### src/rtl/gcd_binary.sv
// Binary (Stein) GCD engine: one micro-step per clock, no divider or multiplier.
// Registered result plus coprime and zero-operand flags; done is a one-cycle Moore pulse.
module gcd_binary #(
  parameter int WIDTH = 8
) (
  input  logic             clk,
  input  logic             rst,
  input  logic             start,
  input  logic [WIDTH-1:0] A,
  input  logic [WIDTH-1:0] B,
  output logic [WIDTH-1:0] res,
  output logic             busy,
  output logic             done,
  output logic             coprime,
  output logic             zero_in
);

  localparam int KW = $clog2(WIDTH) + 1;

  typedef enum logic [2:0] {
    S_IDLE,
    S_CHECK,
    S_EVEN,
    S_STRIP,
    S_SUB,
    S_FINAL,
    S_DONE
  } state_e;

  state_e           state_q, state_d;
  logic [WIDTH-1:0] a_q, a_d;
  logic [WIDTH-1:0] b_q, b_d;
  logic [KW-1:0]    k_q, k_d;
  logic [WIDTH-1:0] res_q, res_d;
  logic             coprime_q, coprime_d;
  logic             zero_in_q, zero_in_d;
  logic [WIDTH-1:0] final_val;

  // Restoring the common power of two; the true GCD never exceeds the operands, so it fits.
  assign final_val = a_q << k_q;

  always_comb begin
    // NOTE: every signal gets its hold value first so no path through the case infers a latch.
    state_d   = state_q;
    a_d       = a_q;
    b_d       = b_q;
    k_d       = k_q;
    res_d     = res_q;
    coprime_d = coprime_q;
    zero_in_d = zero_in_q;

    unique case (state_q)
      S_IDLE: begin
        if (start) begin
          a_d     = A;
          b_d     = B;
          k_d     = '0;
          state_d = S_CHECK;
        end
      end
      S_CHECK: begin
        if (a_q == '0 || b_q == '0) begin
          res_d     = a_q | b_q;
          zero_in_d = 1'b1;
          coprime_d = ((a_q | b_q) == WIDTH'(1));
          state_d   = S_DONE;
        end else begin
          zero_in_d = 1'b0;
          state_d   = S_EVEN;
        end
      end
      S_EVEN: begin
        if (!a_q[0] && !b_q[0]) begin
          a_d = a_q >> 1;
          b_d = b_q >> 1;
          k_d = k_q + KW'(1);
        end else begin
          state_d = S_STRIP;
        end
      end
      S_STRIP: begin
        // Only one operand is halved per cycle; a takes precedence.
        if (!a_q[0]) begin
          a_d = a_q >> 1;
        end else if (!b_q[0]) begin
          b_d = b_q >> 1;
        end else begin
          state_d = S_SUB;
        end
      end
      S_SUB: begin
        if (a_q == b_q) begin
          state_d = S_FINAL;
        end else if (a_q > b_q) begin
          a_d     = a_q - b_q;
          state_d = S_STRIP;
        end else begin
          b_d     = b_q - a_q;
          state_d = S_STRIP;
        end
      end
      S_FINAL: begin
        res_d     = final_val;
        coprime_d = (final_val == WIDTH'(1));
        state_d   = S_DONE;
      end
      S_DONE:  state_d = S_IDLE;
      default: state_d = S_IDLE;
    endcase
  end

  // NOTE: state registers use non-blocking assignments so all flops update together at the edge.
  always_ff @(posedge clk) begin
    if (rst) begin
      state_q   <= S_IDLE;
      a_q       <= '0;
      b_q       <= '0;
      k_q       <= '0;
      res_q     <= '0;
      coprime_q <= 1'b0;
      zero_in_q <= 1'b0;
    end else begin
      state_q   <= state_d;
      a_q       <= a_d;
      b_q       <= b_d;
      k_q       <= k_d;
      res_q     <= res_d;
      coprime_q <= coprime_d;
      zero_in_q <= zero_in_d;
    end
  end

  assign busy    = (state_q != S_IDLE);
  assign done    = (state_q == S_DONE);
  assign res     = res_q;
  assign coprime = coprime_q;
  assign zero_in = zero_in_q;

endmodule

### config.mk
export PLATFORM = sky130hd
export DESIGN_NAME = gcd_binary
export DESIGN_NICKNAME = d
export VERILOG_FILES = /design/src/rtl/gcd_binary.sv
export SDC_FILE = /design/constraint.sdc
export NUM_CORES = 1
export LEC_CHECK = 0
export ABC_AREA = 0
export BUFFER_PORTS_ARGS = -buffer_cell sky130_fd_sc_hd__buf_2
export CAP_MARGIN = 20
export CORE_UTILIZATION = 40
export DETAILED_ROUTE_END_ITERATION = 8
export GPL_TIMING_DRIVEN = 0
export PLACE_DENSITY = 0.71
export SLEW_MARGIN = 20
export SYNTH_ARGS = -nofsm -noshare
export SYNTH_HDL_FRONTEND = slang
export SYNTH_SLANG_ARGS = --single-unit
### constraint.sdc
create_clock -name clk -period 2.45 [get_ports clk]
set_input_delay 0.1225 -clock clk [delete_from_list [all_inputs] [get_ports clk]]
set_output_delay 0.1225 -clock clk [all_outputs]
set_load 0.02 [all_outputs]
[Word level (Yosys, flattened, before mapping)]
Index checks and enable logic that the tools add are counted.
Storage, ports and cells
  bits in registers: 33
  input port bits: 19
  output and inout port bits: 12
Cells by class
  add/sub/neg operators: 3
  magnitude comparators: 1
  eq/ne operators: 20
  shifts and indexed selects: 1
  muxes and demuxes: 28
  bitwise logic cells: 1
  reductions and logical operators: 18
Operators with widths (number)
  $mux W8: 12
  $pmux W8 S4: 2
  $ne A2 B2 Y1 const B: 11
  $mux W3: 6
  $pmux W3 S6: 1
  $eq A8 B1 Y1 const B: 2
  $logic_not A8 Y1: 2
  $pmux W8 S2: 1
  $sub A8 B8 Y8: 2
  $reduce_and A6 Y1: 2
  $eq A3 B3 Y1 const B: 3
  $eq A8 B8 Y1: 1
  $gt A8 B8 Y1: 1
  $mux W4: 2
  $or A8 B8 Y8: 1
  $pmux W4 S2: 1
  $shl A8 B4 Y8: 1
  $reduce_and A7 Y1: 1
  $eq A3 B2 Y1 const B: 2
  $reduce_and A5 Y1: 1
  $add A4 B1 Y4 const B: 1
  $reduce_and A4 Y1: 1
  $reduce_bool A2 Y1: 2
  $reduce_bool A4 Y1: 1
  10 further kinds: 12

[Longest topological paths before layout]
Gate-level depths: netlist (run 1).
  depth in word-level cells: 4
  depth in mapped cells: 12

[Worst setup path after synthesis (run 1)]
Ideal clock, no wire load.
  path kind: reg-to-reg
  from: register a_q[0]
  to: register a_q[7]
  library setup time: 0.074 ns
  arrival time: 2.330 ns
  required time: 2.376 ns
  setup slack: 0.046 ns
  cell stages (with the launch flop): 13
  cells stage by stage: dfxtp_1 -> buf_2 -> inv_1 -> ha_1 -> inv_1 -> fa_1 -> nor2b_1 -> o21ai_2 -> a211o_4 -> a211oi_4 -> buf_6 -> o21ai_2 -> a31oi_2
Between the ends
  word-level cells in the longest chain between the ends: 4
RTL lines
  start: declaration: RTL line 31  | logic [WIDTH-1:0] a_q, a_d;
  start signal: assignment: RTL line 116  | a_q <= '0;
  start signal: assignment: RTL line 124  | a_q <= a_d;
  $sub A8 B8 Y8 or $logic_not A1 Y1 (tied branches)
  $mux W8 or $logic_and A1 B1 Y1 (tied branches): RTL line 94, 73
  $mux W8 or $ne A2 B2 Y1 (tied branches)
  $pmux W8 S4 or $reduce_and A6 Y1 (tied branches)
Parallel ways exist; a longest one is shown, timed or not. The select of a mux whose other input is x is not followed.
A chain may end at the register's enable or synchronous reset.

[Final worst setup path (run 1)]
  from: register a_q[0]
  to: register b_q[0]
Between the ends
  word-level cells in the longest chain between the ends: 4
RTL lines
  $sub A8 B8 Y8 or $logic_not A1 Y1 (tied branches)
  $mux W8 or $logic_and A1 B1 Y1 (tied branches): RTL line 94, 73
  $mux W8 or $ne A2 B2 Y1 (tied branches)
  $pmux W8 S4 or $reduce_and A6 Y1 (tied branches)
  end signal: assignment: RTL line 117  | b_q <= '0;
  end signal: assignment: RTL line 125  | b_q <= b_d;
  end: declaration: RTL line 32  | logic [WIDTH-1:0] b_q, b_d;
Parallel ways exist; a longest one is shown, timed or not. The select of a mux whose other input is x is not followed.

==> summary.md, run 1 <==
| Metric | Value |
|---|---|
| Outcome | finished clean |
| Clock latency on the worst-skew pair | 300 ps |
| Vias | 3,046 |
| Starting Density | 0.413 |
| Synth Net Count | 406 |
| Setup crit start kind | flip-flop |
| Num Clock Sinks | 33 |
| Fin util | 0.511 |
| Vias in the first global route | 2,795 |
| Crit path max-delay family | compound AO/OA/AOI/OAI gates |
| Fin cells | 513 |
| Chip height | 88.3 um |
| Dpl ws | -351 ps |
| CTS root buffer | clkbuf_8 |
| Max Root-Sink Buffers | 2 |
| Crit path largest cell delay | 390 ps |
| Synth-to-layout area growth | 23.6% |
| Post-Place Cells | 490 |
| Synth cell types | 69 |
| Placed Area | 0.00325 mm2 |
| Met2 WL | 4.41 mm |
| CTS tree | done |
| Setup crit end kind | flip-flop |
| Hold Startpoint | A[1] |
| Antenna-violating nets left | 0 |
| Grt total ovfl | 0 |
| Synth top area share | 0.222 |
| Buffers on Ports | 30 |
| GR Util All Layers | 0.244 |
| Initial antenna violation count | 0 |
| Worst r2r src | a_q[0] |
| Final critical-path share of the clock period | 0.972 |
| First-pass GRT wire length | 14.5 mm |
| Syn Inst Count | 361 |
| Worst path buffer plus inverter count | 3 |
| LEAKAGE | 1.44 nW |
| Max-Cap Viols | 0 |
| Largest net degree at the start of global routing | 11 |
| CP max-delay cell | fa_2 |
| Max Used Layer | met4 |
| Critical-path cell list | buf_8 > inv_6 > ha_4 > inv_2 > fa_2 > nor2b_4 > o21ai_2 > a211o_4 > a31oi_4 > or3_1 > a21oi_1 |
| Initial DRC count | 235 |
| Share of cells above drive strength 1 | 0.314 |
| Post-synth top cells | 33 x dfxtp_1, 32 x nor2_1, 27 x a21oi_1 |
| Critical Path RT | 2680 ps |
| FMAX | 420 MHz |
| Routability cong. | 0.980 |
| Antenna Cells | 0 |
| Critical path class | flip-flop to flip-flop |
| Skew final | 8.54 ps |
| Final setup viols | 0 |
| Routed length on met3 | 551 um |
| Vias per std cell | 5.94 |
| Worst Setup SP | a_q[0] |
| Mapped Area | 0.00298 mm2 |
| Core area | 0.00721 mm2 |
| Main flop type after synthesis | dfxtp_1 |
| Slew @ Worst Pin | 743 ps |
| Top post-synthesis cells by area | dfxtp_1 22%, ha_1 10%, a21oi_1 4.5% |
| Nets | 458 |
| Total CTS buffers | 5 |
| Final WS setup | 69.0 ps |
| CTS H-Tree Depth | 2 |
| PwrDens | 1080 mW/mm2 |
| Drt total wl | 9.18 mm |
| Row cnt | 31 |
| Number of I/O pins | 31 |
| Async SR Flop Fraction | 0 |
| Tmin final | 2380 ps |
| Die width | 88.3 um |
| Average routed wire per standard cell | 17.9 um |
| Avg Cell Area, Syn | 8.26 um2 |
| Maximum vdd drop | 0.524 mV |
| # DRC | 0 |
| FF+latch count, synth | 33 |
| DP HPWL | 6.77 mm |
| Synth warn | 0 |
| Final hold vios | 0 |
| Metal-1 WL | 4.07 mm |
| Crit path DAT | 2610 ps |
| Hold Path Class | primary input to flip-flop |
| Slew Limit Fails | 0 |
| Clock transition at path regs | 80 ps |
| Final Instance Area | 0.00368 mm2 |
| Post-synth EDFFs | 0 |
| Register area share after synthesis | 0.222 |
| Top-count cell post-synth | dfxtp_1 |
| Die Area | 0.00780 mm2 |
| Rel. slew slack | 0.505 |
| First-pass DRT Iterations | 5 |
| Post-synth top area cell | dfxtp_1 |
| Worst hold margin | 85.6 ps |
| Peak fanout along the critical path | 6 |
| Cts hold-fix bufs | 0 |
[kinds of logic after synthesis]
| logic type | share of synthesized area |
|---|---|
| AO/OA/AOI/OAI | 0.306 |
| AND/OR/NAND/NOR | 0.195 |
| buffers and inverters | 0.0760 |
| flip-flops | 0.222 |
| adder cells (fa/ha/maj) | 0.114 |
| multiplexers | 0.0668 |
| XOR/XNOR | 0.0206 |
[where the power goes]
| part | switching (mW) | total, mW | internal (mW) | leakage, nW |
|---|---|---|---|---|
| sequential | 0.161 | 0.836 | 0.675 | 0.276 |
| clock | 0.233 | 0.565 | 0.332 | 0.0585 |
| combinational | 1.47 | 2.59 | 1.12 | 1.10 |
| total | 1.86 | 3.99 | 2.13 | 1.44 |
[area by class of cell]
cell class / instances / area [um2]
repair buffers: 45 / 270
inverters: 25 / 98.8
multi-input cells: 278 / 2240
clock inverters: 1 / 30.0
fillers: 694 / 3530
plain buffers: 25 / 145
clock buffers: 7 / 86.3
well taps: 99 / 124
flip-flops and latches: 33 / 691
[worst register-to-register path, cell delays in order (launching register included)]
cell,delay (ps)
dfxtp_2,340
buf_8,130
inv_6,70
ha_4,130
inv_2,40
fa_2,390
nor2b_4,140
o21ai_2,150
a211o_4,200
a31oi_4,170
or3_1,400
a21oi_1,150
[path summary, 6_finish.rpt]
kind / end / slack [ps] / cells after the start
min reg2reg: res[5] / 500 / 2
min: a_q[1] / 90 / 3
max: b_q[0] / 70 / 11
max reg2reg: b_q[0] / 70 / 11
[metrics by stage]
stage | setup TNS, ps | power, mW
floorplan | 0 | 2.50
global placement | -3640 | 2.97
detailed placement | -4230 | 3.01
CTS | 0 | 3.67
global route | -26.7 | 4.24
finish | 0 | 3.99
[cells in the final DEF, fill, tap and decap left out, types with 5 or more instances in the layout]
cell / n
dfxtp_4: 6
buf_6: 5
xnor2_1: 5
nor4_1: 7
o211a_1: 5
nor2_1: 31
buf_4: 14
a211oi_2: 6
a21oi_1: 27
nor3_1: 10
dfxtp_2: 6
o21ai_0: 14
dfxtp_1: 21
inv_1: 19
clkbuf_1: 9
o211ai_1: 5
clkbuf_8: 6
ha_1: 22
nor2b_1: 5
mux2i_1: 11
nand2_1: 22
a211oi_1: 5
inv_2: 5
buf_2: 40
o221ai_1: 8
[what timing repair did]
action | CTS | global route
pin swaps | 8 | 11
endpoints found under the setup margin | 16 | 16
resized for setup | 20 | 40
buffers inserted | 3 | 11
gates cloned | 1 | 0
[metal layers]
layer	global-route usage	up-vias
met3	0.0354	21
met2	0.410	122
met5	0	-
met4	0.0616	0
li1	-	1439
met1	0.328	1464
[registers in the layout, indices dropped and copies added (netlist names)]
name / cells
zero_in: 1
a_q: 8
res: 8
state_q: 3
k_q: 4
b_q: 8
coprime: 1
No activity file was read; power rests on OpenSTA's default activity.
==> run 2, diff against run 1 <==
--- a/config.mk
+++ b/config.mk
@@ -8,10 +8,10 @@
 export ABC_AREA = 0
 export BUFFER_PORTS_ARGS = -buffer_cell sky130_fd_sc_hd__buf_2
 export CAP_MARGIN = 20
-export CORE_UTILIZATION = 40
+export CORE_UTILIZATION = 45
 export DETAILED_ROUTE_END_ITERATION = 8
 export GPL_TIMING_DRIVEN = 0
-export PLACE_DENSITY = 0.71
+export PLACE_DENSITY = 0.77
 export SLEW_MARGIN = 20
 export SYNTH_ARGS = -nofsm -noshare
 export SYNTH_HDL_FRONTEND = slang
==> summary.md, run 2 (synthesized netlist as in run 1, its figures left out) <==
| Metric | Value |
|---|---|
| Initial antenna violation count | 0 (unchanged) |
| Slew @ Worst Pin | 636 ps (-107 ps) |
| Post-Place Cells | 468 (-4.5%) |
| Final hold vios | 0 (unchanged) |
| Share of cells above drive strength 1 | 0.273 (-0.0408) |
| FMAX | 410 MHz (-2.3%) |
| Die Area | 0.00695 mm2 (-11%) |
| First-pass GRT wire length | 13.9 mm (-4.4%) |
| GR Util All Layers | 0.250 (+0.00570) |
| Maximum vdd drop | 0.530 mV (+1.0%) |
| Cts hold-fix bufs | 0 (unchanged) |
| Slew Limit Fails | 0 (unchanged) |
| LEAKAGE | 1.40 nW (-2.8%) |
| Synth-to-layout area growth | 18.4% |
| Die width | 83.4 um (-5.6%) |
| Critical Path RT | 2690 ps (about the same) |
| DP HPWL | 6.56 mm (-3.0%) |
| CP max-delay cell | dfxtp_4 |
| PwrDens | 1100 mW/mm2 (+1.2%) |
| # DRC | 0 (unchanged) |
| Clock latency on the worst-skew pair | 310 ps (about the same) |
| Crit path DAT | 2670 ps (+60 ps) |
| Fillers | 589 (-15%) |
| Reg area | 692 um2 (+0.18%) |
| Num Clock Sinks | 33 (unchanged) |
| Nets | 454 (-0.87%) |
| Buffers on Ports | 30 (unchanged) |
| Worst hold margin | 92.2 ps (+6.61 ps) |
| Fin cells | 487 (-5.1%) |
| Number of I/O pins | 31 (unchanged) |
| CTS root buffer | clkbuf_8 |
| Dpl ws | -298 ps (+53.4 ps) |
| RSZ-0062 raised after global routing | yes |
| Average routed wire per standard cell | 18.2 um (+2.0%) |
| Setup crit start kind | flip-flop |
| Antenna Cells | 0 (unchanged) |
| Setup crit end kind | flip-flop |
| Drt total wl | 8.89 mm (-3.2%) |
| First-pass DRT Iterations | 7 (+2) |
| Antenna-violating nets left | 0 (unchanged) |
| Total CTS buffers | 5 (unchanged) |
| Max-Cap Viols | 0 (unchanged) |
| Worst path buffer plus inverter count | 4 (+1) |
| Outcome | finished clean |
| Chip height | 83.4 um (-5.6%) |
| Most common cell on crit path | o21ai_2 |
| Vias per std cell | 6.27 (+5.6%) |
| Critical path class | flip-flop to flip-flop |
| Final critical-path share of the clock period | 0.995 (+0.0228) |
| Core area | 0.00639 mm2 (-11%) |
| Placed Area | 0.00323 mm2 (-0.85%) |
| Rel. slew slack | 0.576 (+0.0715) |
| Grt total ovfl | 0 (unchanged) |
| Max Root-Sink Buffers | 2 (unchanged) |
| Row cnt | 29 (-6.5%) |
| Starting Density | 0.467 (+0.0536) |
| Vias | 3,054 (+0.26%) |
| Crit path largest cell delay | 380 ps (about the same) |
| Multi-input logic area | 0.00214 mm2 (-4.3%) |
| Clock transition at path regs | 80 ps (about the same) |
| Tmin final | 2440 ps (+55.8 ps) |
| Hold Path Class | primary input to flip-flop |
| CTS tree | done |
| Commonest non-fill, non-tap cell in the layout | buf_2 |
| CTS H-Tree Depth | 2 (unchanged) |
| Largest net degree at the start of global routing | 11 (unchanged) |
| Peak fanout along the critical path | 7 (+1) |
| Commonest non-fill, non-tap cells in the layout | 39 x buf_2, 30 x nor2_1, 27 x a21oi_1 |
| Skew final | 4.85 ps (-3.69 ps) |
| Vias in the first global route | 2,793 (-0.072%) |
| Final WS setup | 13.2 ps (-55.8 ps) |
| Crit path max-delay family | compound AO/OA/AOI/OAI gates |
| Final Instance Area | 0.00353 mm2 (-4.2%) |
| Critical-path cell list | buf_8 > inv_8 > ha_4 > inv_2 > fa_2 > nor2b_4 > o21ai_2 > a211o_4 > a211oi_4 > buf_6 > o21ai_2 > a31oi_2 |
| Routability cong. | 0.952 (-2.9%) |
| Final setup viols | 0 (unchanged) |
| Initial DRC count | 289 (+23%) |
## run 2: worst min-delay path: stages
cell	delay (ps)
buf_2	100
nand2_1	60
a31oi_2	70
## run 2: stage by stage
step | setup TNS (ps) | utilization | total power [mW]
finish | 0 | 0.553 | 3.87
detailed placement | -3510 | 0.505 | 3.00
global route | -446 | 0.553 | 4.08
CTS | 0 | 0.531 | 3.64
floorplan | 0 | - | 2.50
global placement | -2830 | 0.505 | 2.95
## run 2: cell type report
cell class | instances | share of cell area
Inverter | 25 | 0.0287
Multi-Input combinational cell | 278 | 0.607
Sequential cell | 33 | 0.196
Buffer | 25 | 0.0418
Timing Repair Buffer | 41 | 0.0660
Clock buffer | 7 | 0.0245
Tap cell | 77 | 0.0273
Clock inverter | 1 | 0.00851
## run 2: final timing paths
path                  to  depth (start not counted)  slack [ps]    from
setup / recovery  a_q[7]                         12          10  a_q[0]
hold / removal    a_q[7]                          3          90    A[7]
setup reg to reg  a_q[7]                         12          10  a_q[0]
hold reg to reg   res[6]                          1         500  res[6]
## run 2: report_power, final
group	switching (mW)	internal (mW)	total [mW]
combinational	1.42	1.05	2.47
sequential	0.163	0.675	0.838
clock	0.230	0.332	0.562
## run 2: repair_timing
action / 4_1_cts / 5_1_grt
gates cloned: 1 / 0
pin swaps: 5 / 8
buffers inserted: 0 / 10
hold endpoints to repair: 0 / 0
setup endpoints to repair: 16 / 16
gates resized for setup: 20 / 23
## run 2: layer usage
metal	track usage	part of all wire
met4	0.0878	0.023
met2	0.423	0.48
met1	0.315	0.43
met5	0	0
met3	0.0467	0.069
